===== src/rtl/match_engine.sv =====
// Turn-based pair-matching engine for the memory game. It reveals clicked cards, compares their colours,
// marks or re-hides each pair and keeps per-player scores. Define MG_TURN_TIMEOUT_EN to add a per-turn pass timer.
module match_engine #(
    parameter int NUM_PLAYERS  = 2,
    parameter int ADDR_W       = 6,
    parameter int COLOR_W      = 4,
    parameter int SCORE_W      = 6,
    parameter int HIDE_DELAY   = 65000000,
    parameter int TURN_TIMEOUT = 650000000
) (
    input  logic                           clk,
    input  logic                           rst,
    input  logic                           start,
    input  logic [ADDR_W:0]                num_of_cards,
    input  logic                           card_pressed,
    input  logic [ADDR_W-1:0]              card_clicked_address,
    input  logic [COLOR_W-1:0]             card_clicked_color,
    output logic                           wait_for_click_en,
    output logic                           write_card_en,
    output logic [ADDR_W-1:0]              write_card_address,
    output logic [1:0]                     write_card_state,
    output logic [2:0]                     current_player,
    output logic [NUM_PLAYERS*SCORE_W-1:0] scores,
    output logic [ADDR_W-1:0]              pairs_found,
    output logic [15:0]                    moves,
    output logic                           game_over
);

    typedef enum logic [3:0] {
        S_IDLE        = 4'd0,
        S_WAIT_FIRST  = 4'd1,
        S_WAIT_SECOND = 4'd2,
        S_COMPARE     = 4'd3,
        S_MARK_A      = 4'd4,
        S_MARK_B      = 4'd5,
        S_SHOW_DELAY  = 4'd6,
        S_HIDE_A      = 4'd7,
        S_HIDE_B      = 4'd8,
        S_DONE        = 4'd9
    } state_t;

    localparam logic [1:0]        CARD_HIDDEN   = 2'd0;
    localparam logic [1:0]        CARD_REVEALED = 2'd1;
    localparam logic [1:0]        CARD_MATCHED  = 2'd2;
    localparam int                DLY_W         = (HIDE_DELAY > 1) ? $clog2(HIDE_DELAY) : 1;
    localparam logic [DLY_W-1:0]  DLY_LAST      = DLY_W'(HIDE_DELAY - 1);
    localparam logic [2:0]        LAST_PLAYER   = 3'(NUM_PLAYERS - 1);
    localparam logic [ADDR_W:0]   MIN_CARDS     = (ADDR_W + 1)'(2);

    if (NUM_PLAYERS < 1 || NUM_PLAYERS > 8 || HIDE_DELAY < 1 || TURN_TIMEOUT < 1) begin : g_bad_params
        $error("match_engine: parameter out of legal range");
    end

    function automatic logic [2:0] next_player(input logic [2:0] p);
        if (p >= LAST_PLAYER) begin
            return 3'd0;
        end else begin
            return p + 3'd1;
        end
    endfunction

    function automatic logic [SCORE_W-1:0] sat_inc(input logic [SCORE_W-1:0] v);
        if (v == {SCORE_W{1'b1}}) begin
            return v;
        end else begin
            return v + SCORE_W'(1);
        end
    endfunction

    function automatic logic is_wait(input state_t s);
        return (s == S_WAIT_FIRST) || (s == S_WAIT_SECOND);
    endfunction

    state_t                         state_q, state_d;
    logic [ADDR_W-1:0]              slot_a_addr_q, slot_a_addr_d, slot_b_addr_q, slot_b_addr_d;
    logic [COLOR_W-1:0]             slot_a_color_q, slot_a_color_d, slot_b_color_q, slot_b_color_d;
    logic [ADDR_W-1:0]              total_pairs_q, total_pairs_d;
    logic [DLY_W-1:0]               delay_cnt_q, delay_cnt_d;
    logic                           write_en_q, write_en_d;
    logic [ADDR_W-1:0]              write_addr_q, write_addr_d;
    logic [1:0]                     write_state_q, write_state_d;
    logic                           wait_en_q, wait_en_d;
    logic                           game_over_q, game_over_d;
    logic [2:0]                     player_q, player_d;
    logic [NUM_PLAYERS*SCORE_W-1:0] scores_q, scores_d;
    logic [ADDR_W-1:0]              pairs_q, pairs_d;
    logic [15:0]                    moves_q, moves_d;

    logic start_ok_s, click_first_s, click_second_s, colors_eq_s, last_pair_s, timeout_s;

    assign start_ok_s     = start && (num_of_cards >= MIN_CARDS) &&
                            ((state_q == S_IDLE) || (state_q == S_DONE));
    assign click_first_s  = card_pressed && (state_q == S_WAIT_FIRST);
    assign click_second_s = card_pressed && (state_q == S_WAIT_SECOND) &&
                            (card_clicked_address != slot_a_addr_q);
    assign colors_eq_s    = (slot_a_color_q == slot_b_color_q);
    assign last_pair_s    = ((pairs_q + ADDR_W'(1)) == total_pairs_q);

`ifdef MG_TURN_TIMEOUT_EN
    localparam int               TO_W    = (TURN_TIMEOUT > 1) ? $clog2(TURN_TIMEOUT) : 1;
    localparam logic [TO_W-1:0]  TO_LAST = TO_W'(TURN_TIMEOUT - 1);

    logic [TO_W-1:0] turn_cnt_q, turn_cnt_d;

    assign timeout_s = is_wait(state_q) && (turn_cnt_q == TO_LAST) && !click_first_s && !click_second_s;

    // Turn timer: restarts whenever the wait state changes (click accepted) or the turn passes.
    always_comb begin
        turn_cnt_d = '0;
        if (is_wait(state_d) && (state_d == state_q) && !timeout_s) begin
            turn_cnt_d = turn_cnt_q + TO_W'(1);
        end else begin
            turn_cnt_d = '0;
        end
    end

    // Turn timer register.
    always_ff @(posedge clk) begin
        if (rst) begin
            turn_cnt_q <= '0;
        end else begin
            turn_cnt_q <= turn_cnt_d;
        end
    end
`else
    assign timeout_s = 1'b0;
`endif

    // State register.
    always_ff @(posedge clk) begin
        if (rst) begin
            state_q <= S_IDLE;
        end else begin
            state_q <= state_d;
        end
    end

    // Next-state logic.
    always_comb begin
        state_d = state_q;
        case (state_q)
            S_IDLE, S_DONE: begin
                if (start_ok_s) state_d = S_WAIT_FIRST;
                else            state_d = state_q;
            end
            S_WAIT_FIRST: begin
                if (click_first_s) state_d = S_WAIT_SECOND;
                else               state_d = S_WAIT_FIRST;
            end
            S_WAIT_SECOND: begin
                if (click_second_s) state_d = S_COMPARE;
                else if (timeout_s) state_d = S_WAIT_FIRST;
                else                state_d = S_WAIT_SECOND;
            end
            S_COMPARE:    state_d = colors_eq_s ? S_MARK_A : S_SHOW_DELAY;
            S_MARK_A:     state_d = S_MARK_B;
            S_MARK_B:     state_d = last_pair_s ? S_DONE : S_WAIT_FIRST;
            S_SHOW_DELAY: state_d = (delay_cnt_q == DLY_LAST) ? S_HIDE_A : S_SHOW_DELAY;
            S_HIDE_A:     state_d = S_HIDE_B;
            S_HIDE_B:     state_d = S_WAIT_FIRST;
            default:      state_d = S_IDLE;
        endcase
    end

    // Output and datapath logic; each write is staged one state ahead so it appears with that state.
    always_comb begin
        slot_a_addr_d  = slot_a_addr_q;
        slot_a_color_d = slot_a_color_q;
        slot_b_addr_d  = slot_b_addr_q;
        slot_b_color_d = slot_b_color_q;
        total_pairs_d  = total_pairs_q;
        delay_cnt_d    = delay_cnt_q;
        write_en_d     = 1'b0;
        write_addr_d   = write_addr_q;
        write_state_d  = write_state_q;
        player_d       = player_q;
        scores_d       = scores_q;
        pairs_d        = pairs_q;
        moves_d        = moves_q;
        wait_en_d      = is_wait(state_d);
        game_over_d    = (state_d == S_DONE);
        case (state_q)
            S_IDLE, S_DONE: begin
                if (start_ok_s) begin
                    player_d      = 3'd0;
                    scores_d      = '0;
                    pairs_d       = '0;
                    moves_d       = 16'd0;
                    total_pairs_d = num_of_cards[ADDR_W:1];
                end else begin
                    total_pairs_d = total_pairs_q;
                end
            end
            S_WAIT_FIRST: begin
                if (click_first_s) begin
                    slot_a_addr_d  = card_clicked_address;
                    slot_a_color_d = card_clicked_color;
                    write_en_d     = 1'b1;
                    write_addr_d   = card_clicked_address;
                    write_state_d  = CARD_REVEALED;
                end else if (timeout_s) begin
                    player_d = next_player(player_q);
                end else begin
                    player_d = player_q;
                end
            end
            S_WAIT_SECOND: begin
                if (click_second_s) begin
                    slot_b_addr_d  = card_clicked_address;
                    slot_b_color_d = card_clicked_color;
                    write_en_d     = 1'b1;
                    write_addr_d   = card_clicked_address;
                    write_state_d  = CARD_REVEALED;
                end else if (timeout_s) begin
                    write_en_d    = 1'b1;
                    write_addr_d  = slot_a_addr_q;
                    write_state_d = CARD_HIDDEN;
                    player_d      = next_player(player_q);
                end else begin
                    player_d = player_q;
                end
            end
            S_COMPARE: begin
                moves_d     = moves_q + 16'd1;
                delay_cnt_d = '0;
                if (colors_eq_s) begin
                    write_en_d    = 1'b1;
                    write_addr_d  = slot_a_addr_q;
                    write_state_d = CARD_MATCHED;
                end else begin
                    write_en_d = 1'b0;
                end
            end
            S_MARK_A: begin
                write_en_d    = 1'b1;
                write_addr_d  = slot_b_addr_q;
                write_state_d = CARD_MATCHED;
            end
            S_MARK_B: begin
                pairs_d = pairs_q + ADDR_W'(1);
                for (int p = 0; p < NUM_PLAYERS; p++) begin
                    if (player_q == 3'(p)) begin
                        scores_d[p*SCORE_W +: SCORE_W] = sat_inc(scores_q[p*SCORE_W +: SCORE_W]);
                    end else begin
                        scores_d[p*SCORE_W +: SCORE_W] = scores_q[p*SCORE_W +: SCORE_W];
                    end
                end
            end
            S_SHOW_DELAY: begin
                if (delay_cnt_q == DLY_LAST) begin
                    write_en_d    = 1'b1;
                    write_addr_d  = slot_a_addr_q;
                    write_state_d = CARD_HIDDEN;
                end else begin
                    delay_cnt_d = delay_cnt_q + DLY_W'(1);
                end
            end
            S_HIDE_A: begin
                write_en_d    = 1'b1;
                write_addr_d  = slot_b_addr_q;
                write_state_d = CARD_HIDDEN;
            end
            S_HIDE_B: begin
                player_d = next_player(player_q);
            end
            default: begin
                write_en_d = 1'b0;
            end
        endcase
    end

    // Datapath and output registers.
    always_ff @(posedge clk) begin
        if (rst) begin
            slot_a_addr_q  <= '0;
            slot_a_color_q <= '0;
            slot_b_addr_q  <= '0;
            slot_b_color_q <= '0;
            total_pairs_q  <= '0;
            delay_cnt_q    <= '0;
            write_en_q     <= 1'b0;
            write_addr_q   <= '0;
            write_state_q  <= 2'd0;
            wait_en_q      <= 1'b0;
            game_over_q    <= 1'b0;
            player_q       <= 3'd0;
            scores_q       <= '0;
            pairs_q        <= '0;
            moves_q        <= 16'd0;
        end else begin
            slot_a_addr_q  <= slot_a_addr_d;
            slot_a_color_q <= slot_a_color_d;
            slot_b_addr_q  <= slot_b_addr_d;
            slot_b_color_q <= slot_b_color_d;
            total_pairs_q  <= total_pairs_d;
            delay_cnt_q    <= delay_cnt_d;
            write_en_q     <= write_en_d;
            write_addr_q   <= write_addr_d;
            write_state_q  <= write_state_d;
            wait_en_q      <= wait_en_d;
            game_over_q    <= game_over_d;
            player_q       <= player_d;
            scores_q       <= scores_d;
            pairs_q        <= pairs_d;
            moves_q        <= moves_d;
        end
    end

    assign wait_for_click_en  = wait_en_q;
    assign write_card_en      = write_en_q;
    assign write_card_address = write_addr_q;
    assign write_card_state   = write_state_q;
    assign current_player     = player_q;
    assign scores             = scores_q;
    assign pairs_found        = pairs_q;
    assign moves              = moves_q;
    assign game_over          = game_over_q;

endmodule


===== config.mk =====
export PLATFORM = sky130hd
export DESIGN_NAME = match_engine
export DESIGN_NICKNAME = d
export VERILOG_FILES = /design/src/rtl/match_engine.sv
export SDC_FILE = /design/constraint.sdc
export NUM_CORES = 1
export LEC_CHECK = 0
export BUFFER_PORTS_ARGS = -buffer_cell sky130_fd_sc_hd__buf_2
export CORE_MARGIN = 1.5
export CORE_UTILIZATION = 39
export DETAILED_ROUTE_END_ITERATION = 12
export SLEW_MARGIN = 0
export SYNTH_ARGS = -nofsm -noshare
export SYNTH_HDL_FRONTEND = slang
export SYNTH_SLANG_ARGS = --single-unit

===== constraint.sdc =====
create_clock -name clk -period 2.2 [get_ports clk]
set_clock_uncertainty 0.15 [all_clocks]
set_input_delay 0.33 -clock clk [delete_from_list [all_inputs] [get_ports clk]]
set_output_delay 0.33 -clock clk [all_outputs]
set_load 0.01 [all_outputs]

Word level (Yosys, flattened, before mapping)
Cells that the tools add are included.
- $add $sub $neg: 6
- $lt $le $gt $ge: 2
- equal/unequal tests: 29
- multiplexer cells: 37
- reductions and logical operators: 28
- operators by type and width (kind ; number):
    $mux W6 ; 9
    $pmux W26 S2 ; 1
    $pmux W4 S9 ; 1
    $pmux W16 S2 ; 1
    $pmux W6 S5 ; 1
    $add A26 B1 Y26 const B ; 1
    $eq A26 B26 Y1 const B ; 1
    $mux W26 ; 1
    $pmux W12 S2 ; 1
    $ne A2 B2 Y1 const B ; 10
    $add A6 B1 Y6 const B ; 3
    $add A16 B1 Y16 const B ; 1
    $eq A4 B3 Y1 const B ; 4
    $mux W16 ; 1
    $reduce_and A2 Y1 ; 7
    $eq A4 B2 Y1 const B ; 3
    $eq A4 B4 Y1 const B ; 3
    $eq A6 B6 Y1 const B ; 2
    $mux W12 ; 1
    $mux W2 ; 6
    $pmux W2 S6 ; 1
    $pmux W6 S2 ; 1
    $reduce_and A5 Y1 ; 2
    $eq A4 B1 Y1 const B ; 2
    other kinds (21) ; 38
- bits in registers: 104
- input port bits: 21
- output and inout bits: 48
- logic and storage cells: 119

Longest topological paths before layout
Gate-level depths: netlist of run 1.
- depth in word-level cells: 7
- gate-level depth with buffers: 7
- mapped depth without buffers: 7

Worst setup path after synthesis of run 1
OpenSTA, ideal clock, no wires.
- path type: register -> register
- from: register delay_cnt_q[21]
- to: register write_addr_q[0] (netlist: write_card_address[0])
- setup time: 0.121 ns
- arrival: 2.112 ns
- required time: 1.929 ns
- setup slack: -0.183 ns
- cell stages (with the launch flop): 7
- buffers on the path: 1
- period minus slack after synthesis: 2.383 ns
- cell sequence: dfxtp_1 or4b_1 or4_4 buf_6 nor3_4 nor3_4 mux2_4
- longest elaborated chain between the ends: 3
- RTL lines (what ; RTL line ; RTL):
    start, declared ; 78 ; logic [DLY_W-1:0] delay_cnt_q, delay_cnt_d;
    start signal, assigned ; 296 ; delay_cnt_q <= delay_cnt_d;
    $eq A26 B26 Y1 ; 250 ; if (delay_cnt_q == DLY_LAST) begin
    $ne A2 B2 Y1 (no source line) ; n/a ;
    $reduce_and A5 Y1 (no source line) ; n/a ;
    end signal, assigned ; 298 ; write_addr_q <= write_addr_d;
    end, declared ; 80 ; logic [ADDR_W-1:0] write_addr_q, write_addr_d;
No other way between the ends.
A chain may end at the register's enable or synchronous reset.

Worst setup path in the final report of run 1
- from: register delay_cnt_q[7]
- to: register write_addr_q[3] (netlist: write_card_address[3])
The elaborated chain is that of the path after synthesis.

==> summary.txt, run 1 <==
CTS
  – CTS buffer count: 9
  – Clock transition at the registers of the reported paths: 0.07 ns
  – CTS tree: built
  – Clk sinks: 104
  – Clock Path Buffers: 2
  – Clk Latency, worst-skew pair: 0.35 ns
  – H-Tree Level Count: 3
  – CTS Hold Bufs: 0
  – Root buf cell: clkbuf_16

Worst setup path
  – Crit path capture type: flop
  – Startpoint types: flop
  – Max FO, Critical Path: 8
  – Reg-to-reg slack, setup: -0.18 ns
  – Kind of critical path: flop to flop
  – Critical Path AT: 2.46 ns
  – Critical Path RT: 2.29 ns

Yosys
  – Yosys top cell area share: 38.8%
  – Register bit total from synthesis: 104
  – Asr flop ratio synth: 0%
  – Top post-synthesis cells by area: dfxtp_1 39%, nand2_1 6.4%, mux2i_1 5.2%
  – Yosys warning count: 0
  – Post-synth EDFFs: 0
  – Most common flop cell mapped by yosys: dfxtp_1
  – Cell Area, Synth: 5370 um2
  – Syn_nets: 664
  – Register area share after synthesis: 38.8%
  – Netlist cell types: 60
  – Top post-synthesis cells by count: 104 x dfxtp_1, 92 x nand2_1, 63 x nor2_1, 39 x a21oi_1, 28 x mux2i_1
  – Top-count cell post-synth: dfxtp_1
  – Yosys top cell by area: dfxtp_1
  – Avg Cell Area, Syn: 8.46 um2
  – Post-Syn Instances: 635

Timing
  – Worst slew pin tran: 0.562 ns
  – Final min period: 2.38 ns
  – TNS Setup: -4.71 ns
  – Endpoints failing setup: 36
  – Unrepaired setup endpoints after global routing: yes
  – Setup slack after layout: -0.175 ns
  – FMAX: 0.421 GHz
  – Crit share post-route: 108%
  – Pins over their slew limit: 0
  – Max_slew headroom: 62.5%
  – Final hold violations: 0

GRT
  – Largest net degree at the start of global routing: 55
  – First-pass GRT wire length: 22500 um
  – GRT Resource Usage Total: 19.3%
  – Vias in the first global route: 4606
  – GRT Residual Overflow: 0
  – Initial antenna violation count: 0

Pwr
  – Clk network pwr share: 44.1%
  – Logic pwr share: 11.7%
  – Power per standard cell area: 648 nW/um2
  – Power Internal: 3.44 mW
  – Max VDD drop: 0.586 mV
  – Psw: 1.04 mW
  – Final Total Pwr: 4.48 mW
  – Sequential share of power: 44.2%
  – LEAKAGE: 2.74 nW
  – Sw Share: 23.2%

Floorplanning
  – Die Area: 14500 um2
  – DIE WIDTH: 120 um
  – Die H: 120 um
  – Starting Density: 40.2%
  – Io pins: 69
  – Num rows: 42
  – Core area: 13300 um2

Placement
  – PortBufs: 67
  – Post-DP Area: 6320 um2
  – Detailed Place HPWL: 9420 um
  – Placed cells: 902
  – Dpl ws: -0.168 ns
  – GPL Wtd Cong: 0.809

Drt
  – Antenna violation net count after detailed routing: 0
  – Via Count: 5018
  – # DRC: 0
  – Router iterations before antenna repair: 7
  – Mean routed wirelength per cell: 14.7 um
  – Initial detailed-routing violation count: 295
  – Via density: 5.43
  – WL final: 13600 um

Flow run
  – Max cap viols: 0

Status
  – Failing checks: setup timing
  – Status: finished with violations

Layout
  – Layout Cells excl Fill: 924
  – Final net count: 772
  – Antenna diode count: 0
  – Post-route cell area: 6910 um2
  – Area added between synthesis and finish: 28.8%
  – Layout cells sized above 1: 26.2%

Hold path
  – Hold crit path type: input port to flop
==> worst max-delay path, stage by stage (launching register included) <==
cell and delay (ns):
dfxtp_2 0.32, or4b_1 0.51, or4_4 0.63, nor3_4 0.21
nor3_4 0.13, mux2_4 0.31
==> cell families (layout without fill, tap and decap cells) <==
group / count (synthesis) / count (layout) / synth area share [%]
AOI/OAI and AO/OA: 127 / 127 / 16.3
xor gates and xnor gates: 36 / 36 / 5.87
adders and majority gates: 8 / 8 / 1.86
buffers and inverters: 48 / 161 / 4.01
DFF: 104 / 104 / 38.8
muxes: 35 / 35 / 7.11
and+or+nand+nor: 277 / 277 / 26.1
==> registers in the layout, indices dropped and copies added, names as in the netlist, 4 cells and up <==
| register | count |
|---|---|
| delay_cnt_q | 26 |
| slot_a_color_q | 4 |
| total_pairs_q | 6 |
| write_card_address | 6 |
| slot_b_color_q | 4 |
| state_q | 4 |
| slot_b_addr_q | 6 |
| moves | 16 |
| scores | 12 |
| pairs_found | 6 |
| slot_a_addr_q | 6 |
==> placed cells by master, fill, tap and decap left out, types with 7 or more instances in the layout <==
cell        n
buf_2      67
a31oi_1     8
nor3_1      8
nand2_1    92
inv_1      11
nor2_1     62
clkbuf_16  10
xor2_1     19
xnor2_1    17
o2111ai_1   8
o21ai_0    19
mux2i_1    28
ha_1        7
a21oi_1    37
buf_4      56
a2111o_1    8
or3_1      11
nor2b_1     9
nand3_1    22
and3_1     11
nand4_1    15
dfxtp_1    98
==> final timing paths <==
check                           start  cells past startpoint                     to
setup reg to reg       delay_cnt_q[7]                      5  write_card_address[3]
setup / recovery       delay_cnt_q[7]                      5  write_card_address[3]
hold reg to reg   write_card_state[0]                      2    write_card_state[0]
hold / removal        num_of_cards[5]                      3       total_pairs_q[4]
==> routing by layer <==
layer | up-vias | wire length, um | GRT usage, %
li1 | 2505 | - | -
met3 | 9 | 538 | 4.15
met1 | 2406 | 6250 | 24.6
met4 | 0 | 153 | 5.74
met2 | 98 | 6680 | 32.7
met5 | - | 0 | 0
==> timing repair <==
item,CTS,global route
resized for setup,6,23
setup endpoints to repair,34,53
buffers inserted,3,0
hold endpoints to repair,0,0
cloned,2,1
pin swaps,4,10
==> power by group through the flow <==
stage          registers (mW)  logic, mW  clock network (mW)
2_1_floorplan            2.02      0.311                   0
3_3_place_gp             2.02      0.508                   0
3_5_place_dp             2.02      0.516                   0
4_1_cts                  1.98      0.523                2.02
5_1_grt                  1.99      0.574                2.11
6_report                 1.98      0.523                1.97
==> final cells by class <==
type | count | area [um2]
fillers | 1283 | 6430
flip-flops and latches | 104 | 2090
clock buffers | 11 | 243
inverters | 11 | 41.3
multi-input cells | 483 | 3220
well taps | 176 | 220
repair buffers | 134 | 970
clock inverters | 5 | 128
==> metrics by stage <==
step / utilization (%) / hold slack [ns]
4_1_cts: 50.8 / 0.0631
2_1_floorplan: - / 0.293
6_report: 51.8 / 0.0738
3_3_place_gp: 47.3 / 0.305
5_1_grt: 51.8 / 0.0754
3_5_place_dp: 47.3 / 0.309
Power figures use the tool's default switching activity.
==> run 2: changes to the inputs <==
CORE_UTILIZATION = 52   (was 39)
MAX_ROUTING_LAYER = met4   (was not set)
PLACE_DENSITY = 0.76   (was not set)
==> summary.txt, run 2 (synthesis results as in run 1) <==
GRT
  – Initial antenna violation count: 0 (unchanged)
  – Vias in the first global route: 4834 (was 4606)
  – First-pass GRT wire length: 22300 um (was 22500 um)
  – GRT Resource Usage Total: 25.3% (was 19.3%)
  – GRT Residual Overflow: 0 (unchanged)
  – Largest net degree at the start of global routing: 52 (was 55)

Timing
  – Setup slack after layout: -0.179 ns (was -0.175 ns)
  – FMAX: 0.420 GHz (was 0.421 GHz)
  – Endpoints failing setup: 37 (was 36)
  – Max_slew headroom: 61.7% (was 62.5%)
  – Unrepaired setup endpoints after global routing: yes (unchanged)
  – Final hold violations: 0 (unchanged)
  – Final min period: 2.38 ns (about the same)
  – Worst slew pin tran: 0.569 ns (was 0.562 ns)
  – Pins over their slew limit: 0 (unchanged)
  – Crit share post-route: 108% (about the same)

Drt
  – Router iterations before antenna repair: 4 (was 7)
  – Initial detailed-routing violation count: 279 (was 295)
  – Via density: 5.81 (was 5.43)
  – # DRC: 0 (unchanged)
  – Mean routed wirelength per cell: 15.1 um (was 14.7 um)
  – Via Count: 5120 (was 5018)
  – WL final: 13300 um (was 13600 um)
  – Antenna violation net count after detailed routing: 0 (unchanged)

Layout
  – Multi-input logic area: 3170 um2 (was 3220 um2)
  – Most common cell after layout, fill and taps aside: dfxtp_1 (unchanged)
  – Post-route cell area: 6560 um2 (was 6910 um2)
  – Most frequent cells in the layout: 98 x dfxtp_1, 92 x nand2_1, 67 x buf_2, 65 x buf_4, 63 x nor2_1 (was 98 x dfxtp_1, 92 x nand2_1, 67 x buf_2, 62 x nor2_1, 56 x buf_4)
  – Most flop-heavy register: delay_cnt_q (unchanged)
  – Storage element area: 2090 um2 (unchanged)
  – Antenna diode count: 0 (unchanged)
  – Final net count: 772 (unchanged)
  – Area added between synthesis and finish: 22.2% (was 28.8%)
  – Layout cells sized above 1: 25.9% (was 26.2%)
  – Fillers: 828 (was 1283)
  – Max FFs per register: 26 (unchanged)

Floorplanning
  – Die H: 105 um (was 120 um)
  – Die Area: 10900 um2 (was 14500 um2)
  – DIE WIDTH: 105 um (was 120 um)
  – Starting Density: 54.2% (was 40.2%)
  – Core area: 9910 um2 (was 13300 um2)
  – Num rows: 36 (was 42)
  – Io pins: 69 (unchanged)

CTS
  – CTS tree: built (unchanged)
  – H-Tree Level Count: 3 (unchanged)
  – CTS Hold Bufs: 0 (unchanged)
  – Root buf cell: clkbuf_8 (was clkbuf_16)
  – Clock Path Buffers: 2 (unchanged)
  – Clk sinks: 104 (unchanged)
  – Clk Latency, worst-skew pair: 0.38 ns (was 0.35 ns)
  – CTS buffer count: 9 (unchanged)
  – Clock transition at the registers of the reported paths: 0.11 ns (was 0.07 ns)

Worst setup path
  – Critical Path AT: 2.49 ns (was 2.46 ns)
  – CP top delay family: simple AND/OR/NAND/NOR gates (unchanged)
  – Critical Path Stages: 5 (unchanged)
  – Worst path bufs/invs: 0 (unchanged)
  – Kind of critical path: flop to flop (unchanged)
  – Slowest stage cell, crit path: or4_4 (unchanged)
  – Critical Path RT: 2.31 ns (was 2.29 ns)
  – Critical-path cell list: or4b_1 > or4_4 > nor3_4 > nor3_4 > mux2_4 (unchanged)
  – Crit path top cell by count: nor3_4 (unchanged)
  – Max FO, Critical Path: 8 (unchanged)
  – Crit path largest cell delay: 0.62 ns (was 0.63 ns)
  – Reg2Reg Depth: 5 (unchanged)
  – Startpoint types: flop (unchanged)
  – Crit path capture type: flop (unchanged)

Placement
  – PortBufs: 67 (unchanged)
  – GPL Wtd Cong: 0.841 (was 0.809)
  – Post-DP Area: 6230 um2 (was 6320 um2)
  – Detailed Place HPWL: 9490 um (was 9420 um)

Hold path
  – Hold-critical path depth: 3 (unchanged)
  – Hold crit path type: input port to flop (unchanged)

Status
  – Status: finished with violations (unchanged)
  – Failing checks: setup timing (unchanged)

Pwr
  – LEAKAGE: 2.63 nW (was 2.74 nW)
  – Final Total Pwr: 3.89 mW (was 4.48 mW)
  – Max VDD drop: 0.385 mV (was 0.586 mV)
  – Power per standard cell area: 592 nW/um2 (was 648 nW/um2)

Flow run
  – Max cap viols: 0 (unchanged)
## run 2: cell types whose count changed in the layout (fill, tap and decap cells not counted), moves of 4 or more
cell,before,now
clkbuf_16,10,0
clkbuf_8,1,11
buf_4,56,65
buf_12,5,1
## run 2: path summary, 6_finish.rpt
kind / from / endpoint / slack (ns)
max reg2reg: delay_cnt_q[7] / write_card_address[3] / -0.18
min: num_of_cards[6] / total_pairs_q[5] / 0.04
min reg2reg: write_card_state[0] / write_card_state[0] / 0.32
max: delay_cnt_q[7] / write_card_address[3] / -0.18
## run 2: per-layer routing
layer  up-vias  routed length (um)  global-route usage (%)
li1       2501                   -                       -
met1      2431                5780                    31.9
met2       166                6550                    41.8
met3        22                 807                    3.74
met4         0                 206                    8.12
met5         -                   0                       -
## run 2: worst reg2reg max path: stages, from the launching register on
cell	delay [ns]
dfxtp_2	0.33
or4b_1	0.51
or4_4	0.62
nor3_4	0.21
nor3_4	0.13
mux2_4	0.31
## run 2: per-stage QoR
step | setup slack, ns | TNS [ns] | utilization (%) | instances | hold WS, ns
2_1_floorplan | -0.176 | -2.82 | - | 635 | 0.293
3_3_place_gp | -0.127 | -2.57 | 62.9 | 861 | 0.302
3_5_place_dp | -0.155 | -3.40 | 62.9 | 861 | 0.308
4_1_cts | -0.188 | -4.38 | 65.5 | 878 | 0.0362
5_1_grt | -0.239 | -6.46 | 66.2 | 881 | 0.0563
6_report | -0.179 | -4.15 | 66.2 | 881 | 0.0392
## run 2: final cells by class
cell class,instances,share of cell area (%)
clock buffers,11,2.31
clock inverters,5,1.32
inverters,11,0.629
flip-flops and latches,104,31.8
multi-input cells,483,48.4
repair buffers,134,13.0
well taps,133,2.54
## run 2: power breakdown
part | switching (mW) | total, mW | leakage, nW | internal, mW
clock network | 0.688 | 1.40 | 0.121 | 0.714
logic | 0.277 | 0.506 | 1.67 | 0.229
registers | 0.0442 | 1.98 | 0.843 | 1.94
total | 1.01 | 3.89 | 2.63 | 2.88
## run 2: what timing repair did
action	4_1_cts	5_1_grt
buffers inserted	1	3
resized for setup	5	12
pin swaps	5	5
setup endpoints to repair	42	45
